===== src/rtl/me_mem_loader_pkg.sv =====
// Shared constants, state encoding and reference-window sizing for the ME memory loader.
package me_mem_loader_pkg;

  localparam int unsigned max_r           = 2;
  localparam int unsigned cur_addr_max    = 5;
  localparam int unsigned REF_ADDR_W      = 8;
  localparam int unsigned DATA_W          = 64;
  localparam int unsigned BYTE_W          = 8;
  localparam int unsigned CUR_WORDS       = 32;
  localparam int unsigned REF_WORDS_PER_R = 64;

  typedef enum logic [2:0] {
    ST_IDLE     = 3'd0,
    ST_LOAD_CUR = 3'd1,
    ST_LOAD_REF = 3'd2,
    ST_DRAIN    = 3'd3,
    ST_GO       = 3'd4
  } state_e;

  // Address of the final reference word for search range r: 64*(r+1) - 1.
  function automatic logic [REF_ADDR_W-1:0] ref_last_word(input logic [max_r-1:0] r);
    return REF_ADDR_W'((32'(r) + 32'd1) * REF_WORDS_PER_R - 32'd1);
  endfunction

endpackage


===== src/rtl/me_mem_loader_byte_packer.sv =====
// Little-endian byte-to-word packer shared by the current and reference memories.
module me_mem_loader_byte_packer
  import me_mem_loader_pkg::*;
(
  input  logic              clk,
  input  logic              reset,
  input  logic              clear_i,
  input  logic              accept_i,
  input  logic [BYTE_W-1:0] data_i,
  output logic              word_done_c_o,
  output logic [DATA_W-1:0] word_c_o
);

  logic [2:0]        lane_q;
  logic [DATA_W-1:0] word_q;

  // Lane index and partial word; clear rewinds to lane 0 between loads.
  always_ff @(posedge clk or negedge reset) begin
    if (!reset) begin
      lane_q <= 3'd0;
      word_q <= '0;
    end else if (clear_i) begin
      lane_q <= 3'd0;
      word_q <= '0;
    end else if (accept_i) begin
      word_q[{lane_q, 3'b000} +: BYTE_W] <= data_i;
      lane_q                             <= lane_q + 3'd1;
    end
  end

  // Completed word includes the byte being accepted this cycle in its lane.
  always_comb begin
    word_c_o                              = word_q;
    word_c_o[{lane_q, 3'b000} +: BYTE_W]  = data_i;
  end

  assign word_done_c_o = accept_i && (lane_q == 3'd7);

endmodule


===== src/rtl/me_mem_loader.sv =====
// Streams one current block plus its reference window into the two ME memories, then pulses go.
module me_mem_loader
  import me_mem_loader_pkg::*;
(
  input  logic                    clk,
  input  logic                    reset,
  input  logic [max_r-1:0]        r,
  input  logic                    load_start,
  input  logic                    in_valid,
  output logic                    in_ready,
  input  logic [BYTE_W-1:0]       in_data,
  output logic                    wenCur,
  output logic [cur_addr_max-1:0] waddrCur,
  output logic [DATA_W-1:0]       wdatCur,
  output logic                    wenRef,
  output logic [REF_ADDR_W-1:0]   waddrRef,
  output logic [DATA_W-1:0]       wdatRef,
  output logic                    go,
  output logic                    busy
);

  localparam logic [cur_addr_max-1:0] CUR_LAST = cur_addr_max'(CUR_WORDS - 1);

  state_e                  state_q;
  logic [max_r-1:0]        r_q;
  logic [cur_addr_max-1:0] cur_cnt_q;
  logic [REF_ADDR_W-1:0]   ref_cnt_q;
  logic                    in_ready_q;
  logic                    busy_q;
  logic                    go_q;
  logic                    wen_cur_q;
  logic [cur_addr_max-1:0] waddr_cur_q;
  logic [DATA_W-1:0]       wdat_cur_q;
  logic                    wen_ref_q;
  logic [REF_ADDR_W-1:0]   waddr_ref_q;
  logic [DATA_W-1:0]       wdat_ref_q;

  logic                    accept_c;
  logic                    word_done_c;
  logic [DATA_W-1:0]       word_c;

  assign accept_c = in_valid && in_ready_q;

  me_mem_loader_byte_packer u_byte_packer (
    .clk           (clk),
    .reset         (reset),
    .clear_i       (state_q == ST_IDLE),
    .accept_i      (accept_c),
    .data_i        (in_data),
    .word_done_c_o (word_done_c),
    .word_c_o      (word_c)
  );

  // Load sequencer: state, address counters, write steering and registered handshake outputs.
  always_ff @(posedge clk or negedge reset) begin
    if (!reset) begin
      state_q     <= ST_IDLE;
      r_q         <= '0;
      cur_cnt_q   <= '0;
      ref_cnt_q   <= '0;
      in_ready_q  <= 1'b0;
      busy_q      <= 1'b0;
      go_q        <= 1'b0;
      wen_cur_q   <= 1'b0;
      waddr_cur_q <= '0;
      wdat_cur_q  <= '0;
      wen_ref_q   <= 1'b0;
      waddr_ref_q <= '0;
      wdat_ref_q  <= '0;
    end else begin
      wen_cur_q <= 1'b0;
      wen_ref_q <= 1'b0;
      go_q      <= 1'b0;
      case (state_q)
        ST_IDLE: begin
          if (load_start) begin
            r_q        <= r;
            cur_cnt_q  <= '0;
            ref_cnt_q  <= '0;
            in_ready_q <= 1'b1;
            busy_q     <= 1'b1;
            state_q    <= ST_LOAD_CUR;
          end
        end
        ST_LOAD_CUR: begin
          if (word_done_c) begin
            wen_cur_q   <= 1'b1;
            waddr_cur_q <= cur_cnt_q;
            wdat_cur_q  <= word_c;
            cur_cnt_q   <= cur_cnt_q + 1'b1;
            if (cur_cnt_q == CUR_LAST) begin
              state_q <= ST_LOAD_REF;
            end
          end
        end
        ST_LOAD_REF: begin
          if (word_done_c) begin
            wen_ref_q   <= 1'b1;
            waddr_ref_q <= ref_cnt_q;
            wdat_ref_q  <= word_c;
            ref_cnt_q   <= ref_cnt_q + 1'b1;
            if (ref_cnt_q == ref_last_word(r_q)) begin
              in_ready_q <= 1'b0;
              state_q    <= ST_DRAIN;
            end
          end
        end
        ST_DRAIN: begin
          go_q    <= 1'b1;
          state_q <= ST_GO;
        end
        ST_GO: begin
          busy_q  <= 1'b0;
          state_q <= ST_IDLE;
        end
        default: begin
          in_ready_q <= 1'b0;
          busy_q     <= 1'b0;
          state_q    <= ST_IDLE;
        end
      endcase
    end
  end

  assign in_ready = in_ready_q;
  assign busy     = busy_q;
  assign go       = go_q;
  assign wenCur   = wen_cur_q;
  assign waddrCur = waddr_cur_q;
  assign wdatCur  = wdat_cur_q;
  assign wenRef   = wen_ref_q;
  assign waddrRef = waddr_ref_q;
  assign wdatRef  = wdat_ref_q;

endmodule


===== config.mk =====
export PLATFORM = sky130hd
export DESIGN_NAME = me_mem_loader
export DESIGN_NICKNAME = d
export VERILOG_FILES = /design/src/rtl/me_mem_loader_pkg.sv /design/src/rtl/me_mem_loader_byte_packer.sv /design/src/rtl/me_mem_loader.sv
export SDC_FILE = /design/constraint.sdc
export NUM_CORES = 1
export LEC_CHECK = 0
export ABC_AREA = 1
export BUFFER_PORTS_ARGS = -buffer_cell sky130_fd_sc_hd__buf_2
export CORE_MARGIN = 2
export CORE_UTILIZATION = 40
export DETAILED_ROUTE_END_ITERATION = 8
export PLACE_DENSITY = 0.71
export SYNTH_ARGS = -nofsm -noshare
export SYNTH_HDL_FRONTEND = slang
export SYNTH_SLANG_ARGS = --single-unit

===== constraint.sdc =====
create_clock -name clk -period 2.45 [get_ports clk]
set_input_delay 0.49 -clock clk [delete_from_list [all_inputs] [get_ports clk]]
set_output_delay 0.49 -clock clk [all_outputs]
set_load 0.01 [all_outputs]

-- Yosys cells after proc, flatten, opt, wreduce, memory -nomap -nowiden
Index checks and enable logic that the tools add are counted.
- output and inout port bits: 146
- register bits: 231
- bits of input ports: 14
- shift operators: 2
- add/subtract/negate cells: 6
- reduce and logical (&&, ||, !) cells: 16
- bitwise gates (word level): 2
- muxes and demuxes: 26
- equal/unequal tests: 12
- operators with widths (operator ; count):
    $mux 64 ; 2
    $bwmux 64 ; 1
    $shift 8x8->64 const A ; 1
    $shiftx 8x8->64 ; 1
    $mux 3 ; 7
    $mux 8 ; 2
    $pmux 8 s2 ; 1
    $pmux 3 s4 ; 1
    $mux 5 ; 2
    $pmux 5 s2 ; 1
    $add 8x1->8 const B ; 1
    $eq 8x8->1 ; 1
    $neg 6->8 ; 1
    $reduce_and 2->1 ; 4
    $sub 8x1->8 const B ; 1
    $mux 1 ; 7
    $eq 3x2->1 const B ; 2
    $eq 3x3->1 const B ; 2
    $ne 2x2->1 const B ; 3
    $reduce_and 3->1 ; 2
    $reduce_bool 2->1 ; 3
    $reduce_or 3->1 ; 2
    $add 5x1->5 const B ; 1
    $eq 5x5->1 const B ; 1
    11 further kinds ; 14

-- Longest topological paths before layout
- word-level depth: 6
- gate-level depth with buffers: 12
- mapped depth without buffers: 11

-- Modules after synthesis
Synthesis repeated with hierarchy kept, for this count alone.
- cell total of the unflattened synthesis: 1235
- area, all modules: 10612.7 um^2
- modules (own cells, without submodules) (module ; area each (um^2) ; times used ; sequential area each (um^2) ; cells each):
    me_mem_loader ; 6636.4 ; 1 ; 4103.9 ; 673
    me_mem_loader_byte_packer ; 3976.3 ; 1 ; 1676.6 ; 562

-- Worst setup path before layout
Ideal clock, no wire load.
- kind: register to register
- start: reg u_byte_packer.lane_q[0]
- end: reg wdat_ref_q[52], in the netlist wdatRef[52]
- arrival: 1.873 ns
- stages on the path, launching flop included: 12
- library setup time: 0.118 ns
- data required time: 2.332 ns
- setup slack: 0.459 ns
- path through: dfrtp_1 > buf_6 > inv_4 > ha_1 > ha_1 > inv_2 > nand3_1 > inv_2 > buf_2 > or2_1 > nand3_1 > nand2_1
- longest elaborated chain between the ends: 3
- elaborated cells between the ends (all ways): 7
- those cells by class: 1 x add/sub; 1 x eq/ne; 2 x shift; 1 x mux; 2 x reduce/logical
- RTL lines (element ; line ; text):
    from (decl) ; me_mem_loader_byte_packer.sv:14 ; logic [2:0] lane_q;
    from (signal assigned) ; me_mem_loader_byte_packer.sv:27 ; lane_q <= lane_q + 3'd1;
    $neg 6->8 or $eq 3x3->1 (tied branches) ; me_mem_loader_byte_packer.sv:34, me_mem_loader_byte_packer.sv:37 ;
    $shiftx 8x8->64, or another cell as far along ; me_mem_loader_byte_packer.sv:34 ; word_c_o[{lane_q, 3'b000} +: BYTE_W] = data_i;
    $bwmux 64 or $reduce_and 2->1 (tied branches) ; -- ;
    to (signal assigned) ; me_mem_loader.sv:100 ; wdat_ref_q <= word_c;
    to (decl) ; me_mem_loader.sv:36 ; logic [DATA_W-1:0] wdat_ref_q;
Parallel ways exist; a longest one is shown, timed or not.
A chain may end at the register's enable or synchronous reset.

-- Worst setup path in the final report
- start: reg u_byte_packer.lane_q[0]
- end: reg wdat_cur_q[3], in the netlist wdatCur[3]
- longest elaborated chain between the ends: 3
- elaborated cells between the ends (all ways): 7
- those cells by class: 1 x add/sub; 1 x eq/ne; 2 x shift; 1 x mux; 2 x reduce/logical
- RTL lines (element ; line ; text):
    $neg 6->8 or $eq 3x3->1 (tied branches) ; me_mem_loader_byte_packer.sv:34, me_mem_loader_byte_packer.sv:37 ;
    $shiftx 8x8->64, or another cell as far along ; me_mem_loader_byte_packer.sv:34 ;
    $bwmux 64 or $reduce_and 2->1 (tied branches) ; -- ;
    to (signal assigned) ; me_mem_loader.sv:89 ; wdat_cur_q <= word_c;
    to (decl) ; me_mem_loader.sv:33 ; logic [DATA_W-1:0] wdat_cur_q;
Parallel ways exist; a longest one is shown, timed or not.

==> flow_metrics.tcl <==
set metrics [dict create \
    viasPerCell 5.076 \
    syn_area_sq_mm 0.01013 \
    maxSlewHeadroom_pct 54.68 \
    gp_congestion 0.8641 \
    yosysMostFrequentCell "nand2_1" \
    max_stage_delay_ps 380 \
    cts_buffer_depth 3 \
    rsz0062_at_grt "false" \
    die_y_um 163.1 \
    hp-class "in2reg" \
    io-pin-count 160 \
    maxCapViolCount 0 \
    arrival_ps 2650 \
    grt_pass1_wl_um 43230 \
    finalSetupViolCount 0 \
    synth_common_cells "444 x nand2_1, 231 x dfrtp_1, 178 x nand3_1, 72 x o21ai_0, 61 x inv_1" \
    final_min_period_over_clock_period_pct 89.72 \
    portBuffers 159 \
    regToRegEndpoint "wdatCur[3]" \
    drive_gt1_share_pct 20.43 \
    worstHoldStart "r[1]" \
    start_util_pct 40.45 \
    grt_max_degree 80 \
    synth_cell_types 33 \
    clk_pin_slew_ps 60 \
    tightest_slew_ps 679.8 \
    drv_slew 0 \
    hold_depth 3 \
    hold_violations 0 \
    wire_per_inst_um 16.19 \
    cts_sinks 231 \
    path_delay_family "buffers and inverters" \
    path_class "reg2reg" \
    multi_input_area_sq_mm 0.003776 \
    end_kind "flop" \
    drt-total-wl_um 27170 \
    path_cells "buf_4, ha_1, ha_1, nand3_1, inv_1, nand2_4, inv_6, nand3_1, nand2_1" \
    hpwl_um 18700 \
    cts_tree "done" \
    p_per_area_mw_per_mm2 656.4 \
    root_buffer "clkbuf_16" \
    dieWidth_um 163.1 \
    drt_iter0_markers 779 \
    syn-instance-count 1172 \
    cp.required_ps 2900 \
    min_to "r_q[1]" \
    synthTopCellsByArea "dfrtp_1 57%, nand2_1 16%, nand3_1 8.8%, o21ai_0 3.6%, inv_1 2.3%" \
    critPathBufInv 3 \
    overflow 0 \
    finClkSkew_ps 5.817 \
    ff2ff_setup_slack_ps 250 \
    post-route-worst-setup-slack_ps 251.9 \
    crit_start "u_byte_packer.lane_q[0]" \
    layout.nets 1352 \
    rr_startpoint "u_byte_packer.lane_q[0]" \
    start_kind "flop" \
    yosysTopAreaCell "dfrtp_1" \
    vias 8517 \
    syn-num-nets 1196 \
    yosysSeqAreaShare_pct 57.08 \
    htreeDepth 1 \
    synth-seq-cells 231 \
    drc 0 \
    max_clock_freq_mhz 454.9 \
    max-vdd-ir-drop_uv 395.5 \
    r2r_cells 9 \
    syn2layout_area_growth_pct 20.74 \
    grt_pass1_vias 8012 \
    period_minus_slack_ps 2198 \
    yosys_warnings 0 \
    timing.setup.tns_ps 0 \
    async_flop_share_pct 100.0 \
    antenna_found_initial 2 \
    power_leakage_nw 6.738 \
    synth_top_area_share_pct 57.08 \
    nFillCells 2415 \
    synth_edf_count 0 \
    drt_first_pass_iters 5 \
    place_ws_ps 188.6 \
    track_usage_pct 20.40 \
    status "complete, no violations" \
    regArea_sq_mm 0.005781 \
    worstSkewPairLatency_ps 510 \
    ant_nets 0 \
    die_area_sq_mm 0.02661 \
    post_cts_buffers 0 \
    avgSynthCellArea_sq_um 8.641 \
    core_area_sq_mm 0.02504 \
    numCtsBuffers 25 \
    worstPathMaxFanout 55 \
    ys.flop_type "dfrtp_1" \
    row_count 58 \
    slowest_stage "dfrtp_1" \
]
## per-layer routing
metal,part of all wire (%),up-vias,GRT usage (%)
li1,-,4109,-
met1,45,4062,29.59
met4,3.3,0,7.562
met5,0,-,0
met2,44,291,30.30
met3,7.0,55,4.114
## tightest hold or removal path, stage by stage
cell	delay (ps)
buf_2	80
nor2_1	40
a21oi_1	100
## area by class of cell
cell class,count,area share (%)
well taps,330,3.377
flip-flops and latches,231,47.27
clock inverters,9,1.228
repair buffers,182,8.769
inverters,71,2.241
diodes,2,0.04093
multi-input cells,817,30.88
clock buffers,36,6.191
## state kept, by name, summed over array words and instances (netlist names), 5 cells and up
signal and flops:
ref_cnt_q 8, wdatRef 64, waddrCur 5, wdatCur 64, waddrRef 8, cur_cnt_q 5, u_byte_packer.word_q 64
## power breakdown
| part | switching (W) | internal, W |
|---|---|---|
| clock | 0.00152 | 0.00256 |
| sequential | 0 | 0.00381 |
| combinational | 0.000103 | 0.0000292 |
## how the worst max path moves through the flow
stage | end | slack [ps] | depth (start not counted)
global placement | wdatCur[62] | 260 | 9
global route | wdatCur[5] | 30 | 9
CTS | u_byte_packer.word_q[14] | 190 | 9
floorplan | wdatRef[52] | 460 | 11
finish | wdatCur[3] | 250 | 9
detailed placement | wdatRef[14] | 190 | 9
## kinds of logic (layout without fill, tap and decap cells)
family                     after synthesis  after routing  synth area share (%)
muxes                                    1              1                0.1112
and+or+nand+nor                        681            681                 29.23
AOI/OAI and AO/OA                      124            124                 6.474
adders and majority gates               10             10                 1.235
DFF                                    231            231                 57.08
buffers and inverters                  124            298                 5.782
other                                    0              2                     0
xor gates and xnor gates                 1              1               0.08650
## what timing repair did
action | in CTS | in global routing
hold buffers | 1 | 0
gates resized for setup | 0 | 3
hold endpoints to repair | 7 | 0
endpoints found under the setup margin | 0 | 7
## through the flow
step,instances,cell area [sq um],utilization (%),power [W],hold WS (ps)
floorplan,1172,10130,-,0.003896,194.4
global placement,1630,11290,45.11,0.004018,452.9
detailed placement,1630,11290,45.11,0.004020,458.3
CTS,1676,12210,48.78,0.008105,223.8
global route,1678,12230,48.84,0.008300,233.2
finish,1678,12230,48.84,0.008026,241.1
## placed cells by master (no fill, tap or decap), types with 2 or more instances in the layout
cell | synthesis | final
clkinv_2 | 0 | 3
bufinv_16 | 0 | 4
nand3b_1 | 4 | 4
o21ai_2 | 9 | 9
nand4_1 | 8 | 8
o21ai_1 | 38 | 38
o21ai_0 | 72 | 72
inv_2 | 8 | 8
diode_2 | 0 | 2
nor2_4 | 4 | 5
buf_4 | 3 | 14
clkbuf_8 | 0 | 9
buf_2 | 27 | 158
or2_1 | 3 | 3
inv_1 | 61 | 61
nand3_1 | 178 | 178
ha_1 | 10 | 10
nand2_4 | 1 | 2
or2_2 | 13 | 13
nand2_2 | 2 | 3
clkbuf_1 | 14 | 2
nand3_2 | 3 | 3
clkinvlp_4 | 0 | 2
nor2_1 | 13 | 13
nand2_1 | 444 | 442
buf_12 | 0 | 7
nor2_2 | 3 | 2
clkbuf_16 | 0 | 25
nor3_1 | 2 | 2
dfrtp_1 | 231 | 231
a21oi_1 | 4 | 4
Power figures use the tool's default switching activity.
